==> config.mk <==
export PLATFORM = sky130hd
export DESIGN_NAME = bitwise16_stage
export DESIGN_NICKNAME = d
export VERILOG_FILES = /design/src/rtl/bitwise16_stage_pkg.sv /design/src/rtl/bitwise16_stage_sync_fifo.sv /design/src/rtl/bitwise16_stage.sv
export SDC_FILE = /design/constraint.sdc
export NUM_CORES = 1
export LEC_CHECK = 0
export CAP_MARGIN = 20
export CORE_MARGIN = 3
export CORE_UTILIZATION = 45
export CTS_CLUSTER_DIAMETER = 100
export CTS_CLUSTER_SIZE = 25
export DETAILED_ROUTE_END_ITERATION = 10
export GPL_ROUTABILITY_DRIVEN = 0
export PLACE_DENSITY = 0.72
export SLEW_MARGIN = 20
export SYNTH_ARGS = -nofsm -noshare
export SYNTH_HDL_FRONTEND = slang
export SYNTH_SLANG_ARGS = --single-unit
==> constraint.sdc <==
create_clock -name clk -period 2.72 [get_ports clk]
set_clock_uncertainty 0.1 [all_clocks]
set_input_delay 0.272 -clock clk [delete_from_list [all_inputs] [get_ports clk]]
set_output_delay 0.272 -clock clk [all_outputs]
set_load 0.05 [all_outputs]
==> src/rtl/bitwise16_stage_pkg.sv <==
// Shared definitions for the 16-bit bitwise pipeline stage: opcode encoding
// and default sizing.
package bitwise16_stage_pkg;

  localparam int unsigned DEF_WIDTH = 16;
  localparam int unsigned DEF_DEPTH = 2;
  localparam int unsigned OPCNT_W   = 16;

  typedef enum logic [1:0] {
    OP_AND  = 2'b00,
    OP_OR   = 2'b01,
    OP_XOR  = 2'b10,
    OP_NAND = 2'b11
  } op_e;

endpackage

==> src/rtl/bitwise16_stage_sync_fifo.sv <==
// Synchronous FIFO with occupancy count and free-running wrap-around pointers.
// Writes when full and reads when empty are ignored.
module bitwise16_stage_sync_fifo #(
  parameter int unsigned DW    = 18,
  parameter int unsigned DEPTH = 2,
  localparam int unsigned PW   = (DEPTH > 1) ? $clog2(DEPTH) : 1,
  localparam int unsigned CW   = $clog2(DEPTH + 1)
) (
  input  logic          clk,
  input  logic          rst_n,
  input  logic          wr_en_i,
  input  logic [DW-1:0] wr_data_i,
  input  logic          rd_en_i,
  output logic [DW-1:0] rd_data_o,
  output logic [CW-1:0] count_o,
  output logic          empty_o
);

  logic [DW-1:0] mem_q [DEPTH];
  logic [PW-1:0] wr_ptr_q, wr_ptr_d;
  logic [PW-1:0] rd_ptr_q, rd_ptr_d;
  logic [CW-1:0] count_q, count_d;
  logic          full;
  logic          wr_fire;
  logic          rd_fire;

  assign full    = (count_q == CW'(DEPTH));
  assign empty_o = (count_q == '0);
  assign wr_fire = wr_en_i & ~full;
  assign rd_fire = rd_en_i & ~empty_o;

  // DEPTH is a power of two, so natural pointer overflow is the wrap.
  always_comb begin
    wr_ptr_d = wr_ptr_q;
    rd_ptr_d = rd_ptr_q;
    count_d  = count_q;
    if (wr_fire) wr_ptr_d = wr_ptr_q + PW'(1);
    if (rd_fire) rd_ptr_d = rd_ptr_q + PW'(1);
    case ({wr_fire, rd_fire})
      2'b10:   count_d = count_q + CW'(1);
      2'b01:   count_d = count_q - CW'(1);
      default: count_d = count_q;
    endcase
  end

  always_ff @(posedge clk or negedge rst_n) begin
    if (!rst_n) begin
      wr_ptr_q <= '0;
      rd_ptr_q <= '0;
      count_q  <= '0;
    end else begin
      wr_ptr_q <= wr_ptr_d;
      rd_ptr_q <= rd_ptr_d;
      count_q  <= count_d;
    end
  end

  // Storage carries no reset: an entry is only observable after it is written.
  always_ff @(posedge clk) begin
    if (wr_fire) mem_q[wr_ptr_q] <= wr_data_i;
  end

  assign rd_data_o = mem_q[rd_ptr_q];
  assign count_o   = count_q;

endmodule

==> src/rtl/bitwise16_stage.sv <==
// Registered bitwise-logic stage: computes AND/OR/XOR/NAND with zero/negative
// flags and queues results for a possibly stalling writeback consumer.
module bitwise16_stage
  import bitwise16_stage_pkg::*;
#(
  parameter int unsigned WIDTH = DEF_WIDTH,
  parameter int unsigned DEPTH = DEF_DEPTH
) (
  input  logic               clk,
  input  logic               rst_n,
  // Handshake: a transfer happens on a rising edge where valid and ready are
  // both 1; valid must not depend on ready, and in_ready comes from state only.
  input  logic               in_valid,
  output logic               in_ready,
  input  logic [WIDTH-1:0]   in_a,
  input  logic [WIDTH-1:0]   in_b,
  input  logic [1:0]         in_op,
  output logic               out_valid,
  input  logic               out_ready,
  output logic [WIDTH-1:0]   out_data,
  output logic               out_zr,
  output logic               out_ng,
  output logic [OPCNT_W-1:0] op_count
);

  localparam int unsigned EW = WIDTH + 2;
  localparam int unsigned CW = $clog2(DEPTH + 1);

  logic [WIDTH-1:0]   result;
  logic               res_zr;
  logic               res_ng;
  logic               push;
  logic               pop;
  logic               fifo_empty;
  logic [CW-1:0]      fifo_count;
  logic [EW-1:0]      head;
  logic [EW-1:0]      last_q, last_d;
  logic [OPCNT_W-1:0] op_count_q, op_count_d;

  always_comb begin
    result = '0;
    case (op_e'(in_op))
      OP_AND:  result = in_a & in_b;
      OP_OR:   result = in_a | in_b;
      OP_XOR:  result = in_a ^ in_b;
      OP_NAND: result = ~(in_a & in_b);
      default: result = '0;
    endcase
  end

  assign res_zr = (result == '0);
  assign res_ng = result[WIDTH-1];

  assign in_ready  = (fifo_count < CW'(DEPTH));
  assign out_valid = ~fifo_empty;
  assign push      = in_valid & in_ready;
  assign pop       = out_valid & out_ready;

  bitwise16_stage_sync_fifo #(
    .DW    (EW),
    .DEPTH (DEPTH)
  ) u_fifo (
    .clk       (clk),
    .rst_n     (rst_n),
    .wr_en_i   (push),
    .wr_data_i ({res_ng, res_zr, result}),
    .rd_en_i   (pop),
    .rd_data_o (head),
    .count_o   (fifo_count),
    .empty_o   (fifo_empty)
  );

  // When empty the outputs show the most recently consumed entry.
  always_comb begin
    last_d     = last_q;
    op_count_d = op_count_q;
    if (pop)  last_d     = head;
    if (push) op_count_d = op_count_q + OPCNT_W'(1);
  end

  always_ff @(posedge clk or negedge rst_n) begin
    if (!rst_n) begin
      last_q     <= '0;
      op_count_q <= '0;
    end else begin
      last_q     <= last_d;
      op_count_q <= op_count_d;
    end
  end

  assign {out_ng, out_zr, out_data} = out_valid ? head : last_q;
  assign op_count                   = op_count_q;

endmodule

==> impl_metrics.tcl, run 1 <==
set metrics [dict create \
    h-tree-depth 3 \
    worst_path_max_delay_cell "clkdlybuf4s50_1" \
    clk_pin_slew_ns 0.08 \
    slew_viol_final 0 \
    finalCriticalPeriod_ns 2.397 \
    area_growth_pct 24.96 \
    synth_edf_count 34 \
    core_area_mm2 0.008423 \
    cp-start-kind "register" \
    synthMostInstantiatedCell "nand2_1" \
    antenna_found_initial 0 \
    holdBufCountCts 0 \
    critPathArrivalTime_ns 2.02 \
    worstSetupPathType "reg2out" \
    synth_area_per_cell_um2 10.03 \
    initial_core_util_pct 47.49 \
    drtIter0Drc 102 \
    crit_start "u_fifo.count_o[0]" \
    finalSetupTns_ns 0 \
    dr.pass1.iters 4 \
    io-pin-count 74 \
    antenna_cells 0 \
    route.detailed.drc 0 \
    track_usage_pct 15.48 \
    power.total_mw 4.990 \
    row_count 33 \
    via_per_inst 4.983 \
    synth_area_leader_cell "edfxtp_1" \
    hold_ws_ns 0.2406 \
    design_area_mm2 0.004999 \
    wire_per_inst_um 12.62 \
    syn_nets 471 \
    post_cts_buffers 0 \
    die_width_um 100.3 \
    critPathMaxStageDelay_ns 0.88 \
    placed_area_mm2 0.004771 \
    synth_seq_area_share_pct 48.67 \
    cp.required_ns 2.35 \
    worstMarginPinSlew_ns 0.5029 \
    wl_mm 7.305 \
    rsz0062_at_grt "no" \
    vdd_drop_max_uv 472.5 \
    worstReg2RegEnd "u_fifo.count_o[1]" \
    hold_path_class "in2async" \
    cts_sinks 71 \
    setup-violations-final 0 \
    port_buffers 73 \
    synth_commonest_cells "nand2_1, o21ai_0, dfrtp_1, inv_1" \
    grt_overflow 0 \
    min_period_over_period_pct 88.11 \
    crit_fanout 21 \
    fp.dieArea_mm2 0.01006 \
    grt_max_degree 62 \
    r2r_cells 6 \
    drv_cap 0 \
    synth-main-ff-cell "dfrtp_1" \
    endpoint "out_valid" \
    slew_headroom_pct 66.37 \
    syn_area_mm2 0.004000 \
    vias 2885 \
    drive_gt1_share_pct 10.34 \
    cts_buffer_depth 2 \
    final_net_count 541 \
    die_h_um 100.3 \
    synth_top_area_share_pct 25.52 \
    async_flop_share_pct 52.11 \
    power_density_mw_per_mm2 998.3 \
    cts_buffers 9 \
    ys_seq_elements 71 \
    grt_pass1_vias 2687 \
    root_buffer "clkbuf_8" \
    yosys_warnings 0 \
    status "finished clean" \
    synthCells 399 \
    fmax_mhz 417.3 \
    end_kind "output port" \
    ctsResizeCount 0 \
    r2r_start "u_fifo.count_o[0]" \
    ys_types 34 \
    cts_tree "yes" \
    crit_path_cell_trace "or2_2, clkdlybuf4s50_1" \
    insertion_delay_ns 0.34 \
    rrSetupSlack_ns 0.75 \
    grt_pass1_wl_mm 12.39 \
    hpwl_mm 5.484 \
    ant_nets 0 \
    hold_violations 0 \
    ys_top_cells_by_area "edfxtp_1, dfrtp_1, ha_1" \
    p_leak_nw 2.209 \
]
where the power goes:
part / internal [mW] / switching, mW
Sequential: 1.44 / 0.167
Clock: 0.527 / 0.408
Combinational: 0.786 / 1.66
Total: 2.75 / 2.24
logic make-up after synthesis:
kind of cell    after synthesis  share of synthesized area, %
fa+ha+maj                    34                         10.64
mux                          17                         4.254
compound gates               82                         11.95
simple gates                115                         13.20
buf+inv                      60                         6.912
flops                        71                         48.67
xor+xnor                     20                         4.379
cells in the final DEF, fill, tap and decap left out, types with 3 or more instances in the layout:
cell | Yosys | final
nand4_1 | 7 | 7
o211ai_1 | 8 | 8
mux2i_1 | 17 | 17
xnor2_1 | 16 | 16
buf_4 | 2 | 25
clkdlybuf4s50_1 | 0 | 54
dfrtp_1 | 37 | 37
o21ai_1 | 3 | 3
a21oi_1 | 18 | 17
clkbuf_8 | 0 | 9
xor2_1 | 4 | 4
o21ai_0 | 42 | 42
nor2b_1 | 13 | 13
o2111ai_1 | 4 | 4
ha_1 | 34 | 34
nor2_1 | 30 | 30
a211o_1 | 4 | 4
edfxtp_1 | 34 | 34
nand3_1 | 5 | 5
clkinv_4 | 0 | 3
inv_1 | 37 | 37
nand2_1 | 48 | 48
routing by layer:
layer  up-vias  GRT usage [%]  part of all wire, %
met5         -              0                    0
met4         0          5.907                 0.86
met3         4          3.336                  5.7
met2        75          24.06                   45
met1      1302          21.26                   48
li1       1504              -                    -
worst min path at each step:
stage,to,cells past startpoint
final,op_count[7],2
after global routing,op_count[7],2
after CTS,op_count[7],2
after detailed placement,op_count[15],1
after global placement,op_count[15],1
after floorplan,last_q[0],0
cell type report:
cell class / count / area, µm²
clock inverter: 7 / 103.9
fill: 723 / 3425
timing repair buffer: 82 / 773.2
sequential: 71 / 1947
inverter: 37 / 138.9
multi-input combinational: 268 / 1780
tap: 105 / 131.4
clock buffer: 9 / 123.9
critical path, delay by kind of cell (launching register included):
kind,cells,cell delay [ns]
buffers and inverters,1,0.88
and+or+nand+nor,1,0.40
DFF,1,0.41
sequential cells by signal (all words and copies together), names as in the netlist:
| register | flops |
|---|---|
| last_q | 17 |
| op_count | 16 |
| u_fifo.count_o | 2 |
| u_fifo.mem_q | 34 |
| u_fifo.rd_ptr_q | 1 |
| u_fifo.wr_ptr_q | 1 |
per-stage QoR:
step	utilization [%]	setup slack, ns	instances
6_report	59.34	0.3235	579
5_1_grt	59.34	0.2486	579
4_1_cts	59.34	0.2982	579
3_5_place_dp	56.64	0.07654	563
3_3_place_gp	56.64	0.1287	563
2_1_floorplan	-	0.1339	399
(Power assumes the default switching activity.)
==> inputs of run 2 (changes only) <==
CTS_CLUSTER_DIAMETER = 80   (was 100)
==> results of run 2 <==
Final layout, timing and power as in run 1 (identical DEF).
